--- config.mk ---
export PLATFORM = sky130hd
export DESIGN_NAME = fetch_pc_seq_flat
export DESIGN_NICKNAME = d
export VERILOG_FILES = /design/src/rtl/fetch_pc_seq_pkg.sv /design/src/rtl/fetch_pc_seq_if.sv /design/src/rtl/fetch_pc_seq_next_pc_sel.sv /design/src/rtl/fetch_pc_seq.sv /design/src/flat_wrapper.sv
export SDC_FILE = /design/constraint.sdc
export NUM_CORES = 1
export LEC_CHECK = 0
export CAP_MARGIN = 20
export CORE_UTILIZATION = 43
export CTS_CLUSTER_DIAMETER = 50
export DETAILED_ROUTE_END_ITERATION = 10
export GPL_TIMING_DRIVEN = 0
export PLACE_DENSITY = 0.95
export SLEW_MARGIN = 20
export SYNTH_ARGS = -nofsm -noshare
export SYNTH_HDL_FRONTEND = slang
export SYNTH_SLANG_ARGS = --single-unit
--- constraint.sdc ---
create_clock -name clk -period 4.55 [get_ports clk]
set_clock_uncertainty 0.2 [all_clocks]
set_input_delay 0.91 -clock clk [delete_from_list [all_inputs] [get_ports clk]]
set_output_delay 0.91 -clock clk [all_outputs]
set_load 0.03 [all_outputs]
--- src/rtl/fetch_pc_seq_pkg.sv ---
// Shared CPU core definitions: fetch FSM encoding and instruction/PC constants.
package cpu_pkg;
    typedef enum logic [1:0] {
        FS_BOOT  = 2'd0,
        FS_FETCH = 2'd1,
        FS_ISSUE = 2'd2
    } fetch_state_t;

    localparam logic [31:0] NOP_INSTR = 32'h0000_0000;
    localparam logic [31:0] PC_STEP   = 32'd4;
endpackage

--- src/rtl/fetch_pc_seq_if.sv ---
// Instruction-memory fetch bus: request/address out, ready/data back.
interface fetch_pc_seq_if;
    logic        req;
    logic [31:0] addr;
    logic        ready;
    logic [31:0] rdata;

    modport master (output req, output addr, input ready, input rdata);
    modport slave  (input req, input addr, output ready, output rdata);
endinterface

--- src/rtl/fetch_pc_seq_next_pc_sel.sv ---
// Next-PC selection: jr > jump > branch > sequential, all modulo 2^32.
module next_pc_sel (
    input  logic [31:0] pc_plus4,
    input  logic        jr,
    input  logic [31:0] jr_addr,
    input  logic        jump,
    input  logic [25:0] jump_index,
    input  logic        branch_take,
    input  logic [31:0] branch_offset,
    output logic [31:0] next_pc,
    output logic        misalign
);
    always_comb begin
        next_pc  = pc_plus4;
        misalign = 1'b0;
        if (jr) begin
            next_pc  = jr_addr & ~32'd3;
            misalign = |jr_addr[1:0];
        end else if (jump) begin
            next_pc = {pc_plus4[31:28], jump_index, 2'b00};
        end else if (branch_take) begin
            // offset is a word count; the shift drops its top two bits
            next_pc = pc_plus4 + (branch_offset << 2);
        end
    end
endmodule

--- src/rtl/fetch_pc_seq.sv ---
// PC / instruction-fetch sequencer: BOOT -> FETCH <-> ISSUE with a fetch timeout.
module fetch_pc_seq
    import cpu_pkg::*;
#(
    parameter logic [31:0] RESET_PC = 32'h0000_0000,
    parameter int          TIMEOUT  = 16
) (
    input  logic                  clk,
    input  logic                  rst,
    fetch_pc_seq_if.master        imem,
    output logic [31:0]           instr,
    output logic                  instr_valid,
    output logic [15:0]           imm16,
    output logic [31:0]           pc,
    output logic [31:0]           pc_plus4,
    input  logic                  stall,
    input  logic                  branch_take,
    input  logic [31:0]           branch_offset,
    input  logic                  jump,
    input  logic [25:0]           jump_index,
    input  logic                  jr,
    input  logic [31:0]           jr_addr,
    output logic                  fetch_err
);
    localparam int CW = $clog2(TIMEOUT + 1);

    fetch_state_t    state, state_nxt;
    logic [CW-1:0]   wait_cnt;
    logic [31:0]     next_pc;
    logic            misalign;

    assign pc_plus4    = pc + PC_STEP;
    assign imm16       = instr[15:0];
    assign imem.addr   = pc;
    assign imem.req    = (state == FS_FETCH);
    assign instr_valid = (state == FS_ISSUE);

    next_pc_sel u_next_pc_sel (
        .pc_plus4      (pc_plus4),
        .jr            (jr),
        .jr_addr       (jr_addr),
        .jump          (jump),
        .jump_index    (jump_index),
        .branch_take   (branch_take),
        .branch_offset (branch_offset),
        .next_pc       (next_pc),
        .misalign      (misalign)
    );

    always_comb begin
        state_nxt = state;
        case (state)
            FS_BOOT:  state_nxt = FS_FETCH;
            FS_FETCH: if (imem.ready) state_nxt = FS_ISSUE;
            FS_ISSUE: if (!stall) state_nxt = FS_FETCH;
            default:  state_nxt = FS_BOOT;
        endcase
    end

    always_ff @(posedge clk or posedge rst) begin
        if (rst) state <= FS_BOOT;
        else     state <= state_nxt;
    end

    always_ff @(posedge clk or posedge rst) begin
        if (rst) begin
            pc        <= RESET_PC;
            instr     <= NOP_INSTR;
            wait_cnt  <= '0;
            fetch_err <= 1'b0;
        end else begin
            if (state == FS_FETCH) begin
                if (imem.ready) begin
                    instr    <= imem.rdata;
                    wait_cnt <= '0;
                end else if (wait_cnt == CW'(TIMEOUT - 1)) begin
                    // flag and keep retrying the same address
                    fetch_err <= 1'b1;
                    wait_cnt  <= '0;
                end else begin
                    wait_cnt <= wait_cnt + 1'b1;
                end
            end
            if (state == FS_ISSUE && !stall) begin
                pc <= next_pc;
                if (misalign) fetch_err <= 1'b1;
            end
        end
    end
endmodule

--- src/flat_wrapper.sv ---
// flat-port wrapper written by rule: the top's interface ports become plain ports
module fetch_pc_seq_flat import cpu_pkg::*;
#(
    parameter logic [31:0] RESET_PC = 32'h0000_0000,
    parameter int          TIMEOUT  = 16
)
  (clk, rst, instr, instr_valid, imm16, pc, pc_plus4, stall, branch_take, branch_offset, jump, jump_index, jr, jr_addr, fetch_err, imem_req, imem_addr, imem_ready, imem_rdata);
  fetch_pc_seq_if imem_i ();
  input  logic clk;
  input  logic rst;
  output logic [31:0] instr;
  output logic instr_valid;
  output logic [15:0] imm16;
  output logic [31:0] pc;
  output logic [31:0] pc_plus4;
  input  logic stall;
  input  logic branch_take;
  input  logic [31:0] branch_offset;
  input  logic jump;
  input  logic [25:0] jump_index;
  input  logic jr;
  input  logic [31:0] jr_addr;
  output logic fetch_err;
  output wire logic [$bits(imem_i.req)-1:0] imem_req;
  output wire logic [$bits(imem_i.addr)-1:0] imem_addr;
  input wire logic [$bits(imem_i.ready)-1:0] imem_ready;
  input wire logic [$bits(imem_i.rdata)-1:0] imem_rdata;
  assign imem_req = imem_i.req;
  assign imem_addr = imem_i.addr;
  assign imem_i.ready = imem_ready;
  assign imem_i.rdata = imem_rdata;
  fetch_pc_seq #(.RESET_PC(RESET_PC), .TIMEOUT(TIMEOUT)) u_core (.clk(clk), .rst(rst), .imem(imem_i), .instr(instr), .instr_valid(instr_valid), .imm16(imm16), .pc(pc), .pc_plus4(pc_plus4), .stall(stall), .branch_take(branch_take), .branch_offset(branch_offset), .jump(jump), .jump_index(jump_index), .jr(jr), .jr_addr(jr_addr), .fetch_err(fetch_err));
endmodule
==> flow_summary.toml <==
[outcome]
run_status = "finished, final reports clean"

[critical_path]
critical_path.top_delay_family = "simple AND/OR/NAND/NOR gates"
reg2reg_slack_ns = 0.30
r2r-end = "u_core.imem.addr[23]"
timing.critical_path.from_type = "register"
critical_path_arrival_ns = 3.23
cell_with_the_largest_stage_delay_on_the_worst_path = "sky130_fd_sc_hd__clkdlybuf4s50_1"
timing.critical_path.required_ns = 3.44
cp_cell_sequence = "ha_1, nand4_4, or4_4, nor3_2, xor2_1, clkdlybuf4s50_1"
worstPathBufferInverterCount = 1
worstPathMaxFanout = 8
crit-reg2reg-launch = "u_core.imem.addr[3]"
cells_on_worst_reg2reg_path = 15
cpPeakStageDelay_ns = 0.71
crit_type = "register to primary output"
critical_path.endpoint_type = "primary output"

[flow_run]
max-cap-violations = 0

[floorplan]
die_boundary_height_um = 121.0
pin_count = 276
std_cell_rows = 43
initial_utilization_pct = 44.01
design.die.area_sq_mm = 0.01463
floorplan.core_area_sq_mm = 0.01383
die_x_um = 121.0

[sta]
total_count_of_max_transition_violations_in_the_final_report = 0
tightestPinTransition_ns = 1.005
timing.final.crit_period_ns = 4.343
max_freq_ghz = 0.2303
finalSetupViolations = 0
final-hold-violation-count = 0
setup-tns-final_ns = 0
layout_worst_path_cycle_share_pct = 95.44
setup_repair_after_global_routing_missed_its_margin = "false"
slew-limit-headroom_pct = 32.73

[global_routing]
global_route.overflow_total = 0
gr-usage-all-layers_pct = 30.38
first_global_vias = 6522
first_pass_grt_wire_length_mm = 34.31
antenna_found_initial = 0
pin_count_of_the_biggest_net_entering_global_routing = 38

[hold_path]
min_delay_worst_endpoint = "u_core.fetch_err"
hp-class = "register to register"
min_delay_path_depth = 1
hold_path_startpoint = "u_core.fetch_err"

[synthesis]
ys_seq_elements = 70
synth_seq_area_share_pct = 28.78
syn_area_per_cell_sq_um = 8.337
synthDistinctLibCells = 60
async_flop_share_pct = 100.0
yosys_warnings = 0
syn-cell-area_sq_mm = 0.006086
netlist_instances = 730
edff_count_synth = 0
dominantRegCellSynth = "sky130_fd_sc_hd__dfrtp_1"

[clocking]
cts_buffer_depth = 2
path_clk_slew_ns = 0.06
ctsHoldBuffers = 0
worst_skew_pair.late_latency_ns = 0.33
cts_tree = "yes"
cts_buffers = 9
cts-htree-levels = 3
cts_num_sinks = 70
clockRootBuffer = "sky130_fd_sc_hd__clkbuf_16"

[drt]
drt_iter0_drc = 650
dr.max_layer_used = "met4"
route.detailed.drc = 0
routed_vias_inst = 5.659
detail_route.first_pass.iterations = 5
wire_per_inst_um = 18.86
route.vias.total = 6763
wl_met3_mm = 2.182
routedLengthMet1_mm = 8.495
antenna_left = 0
wl_mm = 22.54
met2WireLength_mm = 10.97

[power]
vdd_ir_drop_max_mv = 0.3958
pwr_density_cell_mw_per_mm2 = 783.1
p_leak_nw = 3.886

[final_layout]
layout-drive-gt1-share_pct = 11.43
antenna_cells = 0
layout.core_utilization_pct = 67.32
final_area_sq_mm = 0.009308
layout-area-overhead-vs-synth_pct = 52.94
num-nets-final = 1177

[place]
portBuffers = 263
routabilityCongestion = 0.9905
placed_cell_area_sq_mm = 0.008985
hpwl_mm = 18.45
## Yosys cell counts (21+ instances only)
cell,number,area share [%]
sky130_fd_sc_hd__nand3_1,25,2.1
sky130_fd_sc_hd__xnor2_1,30,4.3
sky130_fd_sc_hd__mux2_2,34,6.3
sky130_fd_sc_hd__clkbuf_1,27,1.7
sky130_fd_sc_hd__o21ai_1,22,1.8
sky130_fd_sc_hd__dfrtp_1,70,29
sky130_fd_sc_hd__ha_1,37,7.6
sky130_fd_sc_hd__nor3_1,21,1.7
sky130_fd_sc_hd__nor2_1,68,4.2
sky130_fd_sc_hd__buf_4,52,6.4
sky130_fd_sc_hd__o21ai_0,29,2.4
sky130_fd_sc_hd__a21oi_1,60,4.9
sky130_fd_sc_hd__nand2_1,59,3.6
## placed cells by master (no fill, tap or decap), types with 3 or more instances in the layout
master                            synthesis  layout
sky130_fd_sc_hd__inv_1                   16      15
sky130_fd_sc_hd__o21a_1                   5       5
sky130_fd_sc_hd__a221o_1                  7       7
sky130_fd_sc_hd__o21bai_1                 5       5
sky130_fd_sc_hd__and4_1                   4       4
sky130_fd_sc_hd__nand3_1                 25      25
sky130_fd_sc_hd__o211ai_1                 5       5
sky130_fd_sc_hd__and2_1                   5       5
sky130_fd_sc_hd__a21o_1                   9       9
sky130_fd_sc_hd__a211oi_1                13      13
sky130_fd_sc_hd__dfrtp_1                 70      70
sky130_fd_sc_hd__nand4_1                 12      12
sky130_fd_sc_hd__clkbuf_1                27      28
sky130_fd_sc_hd__ha_1                    37      37
sky130_fd_sc_hd__nand2_1                 59      59
sky130_fd_sc_hd__nor3_1                  21      21
sky130_fd_sc_hd__nor2_1                  68      68
sky130_fd_sc_hd__a221oi_1                 3       3
sky130_fd_sc_hd__xor2_1                  16      16
sky130_fd_sc_hd__a31oi_1                 10      10
sky130_fd_sc_hd__clkdlybuf4s50_1          0     263
sky130_fd_sc_hd__o21ai_1                 22      22
sky130_fd_sc_hd__o31ai_1                  9       9
sky130_fd_sc_hd__nand2b_1                 6       6
sky130_fd_sc_hd__buf_1                    5       5
sky130_fd_sc_hd__clkbuf_16                0       9
sky130_fd_sc_hd__xnor2_1                 30      29
sky130_fd_sc_hd__mux2_2                  34      34
sky130_fd_sc_hd__buf_4                   52      52
sky130_fd_sc_hd__mux2i_1                  8       8
sky130_fd_sc_hd__o22ai_1                 11      11
sky130_fd_sc_hd__a21oi_1                 60      60
sky130_fd_sc_hd__conb_1                   1       6
sky130_fd_sc_hd__o21ai_0                 29      29
sky130_fd_sc_hd__and3_1                   9       9
## state kept, by name, summed over array words and instances, names as in the netlist
name              flops
u_core.instr         32
u_core.imem.addr     30
u_core.wait_cnt       5
u_core.state          2
u_core.fetch_err      1
## how the worst max path moves through the flow
stage / slack (ns) / start / cells after the start / to
floorplan: 0.36 / u_core.imem.addr[4] / 14 / u_core.imem.addr[24]
global placement: 0.40 / branch_offset[0] / 11 / u_core.imem.addr[24]
CTS: 0.23 / u_core.imem.addr[4] / 6 / pc_plus4[30]
detailed placement: 0.37 / u_core.imem.addr[3] / 14 / u_core.imem.addr[23]
finish: 0.21 / u_core.imem.addr[3] / 6 / pc_plus4[30]
global route: 0.001 / u_core.imem.addr[4] / 13 / u_core.imem.addr[30]
## per-stage QoR
| step | instances | setup WS (ns) | power [mW] | hold WS, ns |
|---|---|---|---|---|
| global placement | 1178 | 0.4007 | 6.350 | 0.2758 |
| global route | 1195 | 0.001397 | 7.676 | 0.3229 |
| finish | 1195 | 0.2074 | 7.289 | 0.3075 |
| detailed placement | 1179 | 0.3737 | 6.476 | 0.2879 |
| CTS | 1195 | 0.2325 | 7.237 | 0.2997 |
| floorplan | 735 | 0.3615 | 4.545 | 0.2582 |
## metal layers
metal  up-vias  track usage (%)
met2       428            52.79
met3        71            4.887
met4         0            12.65
li1       3168                -
met1      3096            37.13
met5         -                0
## report_power, final
group / internal (mW) / switching (mW) / total, mW
logic: 2.26 / 2.96 / 5.22
clock network: 0.479 / 0.264 / 0.743
registers: 0.922 / 0.405 / 1.33
total: 3.66 / 3.63 / 7.29
## area by class of cell
| class | instances | area [sq um] |
|---|---|---|
| clock inverters | 6 | 86.33 |
| repair buffers | 264 | 2653 |
| well taps | 180 | 225.2 |
| inverters | 16 | 62.56 |
| flip-flops and latches | 70 | 1752 |
| multi-input cells | 565 | 3790 |
| fillers | 1097 | 4519 |
| plain buffers | 84 | 510.5 |
| clock buffers | 10 | 229.0 |
## kinds of logic after synthesis
family | synth area share [%]
AO/OA/AOI/OAI | 21.44
XOR/XNOR | 6.887
adder cells (fa/ha/maj) | 7.936
buffers and inverters | 9.375
flip-flops | 28.78
multiplexers | 7.607
other | 0.06162
AND/OR/NAND/NOR | 17.91
## timing repair
action / CTS / global route
endpoints found under the setup margin: 0 / 1
setup buffers: 0 / 0
resized for setup: 0 / 1
## worst register-to-register path: cells and delay by family, from the launching register on
| kind | cells | cell delay [ns] |
|---|---|---|
| flops | 1 | 0.50 |
| compound gates | 6 | 1.19 |
| fa+ha+maj | 2 | 0.68 |
| simple gates | 4 | 0.74 |
| buf+inv | 1 | 0.19 |
| xor+xnor | 2 | 0.63 |
Power figures use the tool's default switching activity.
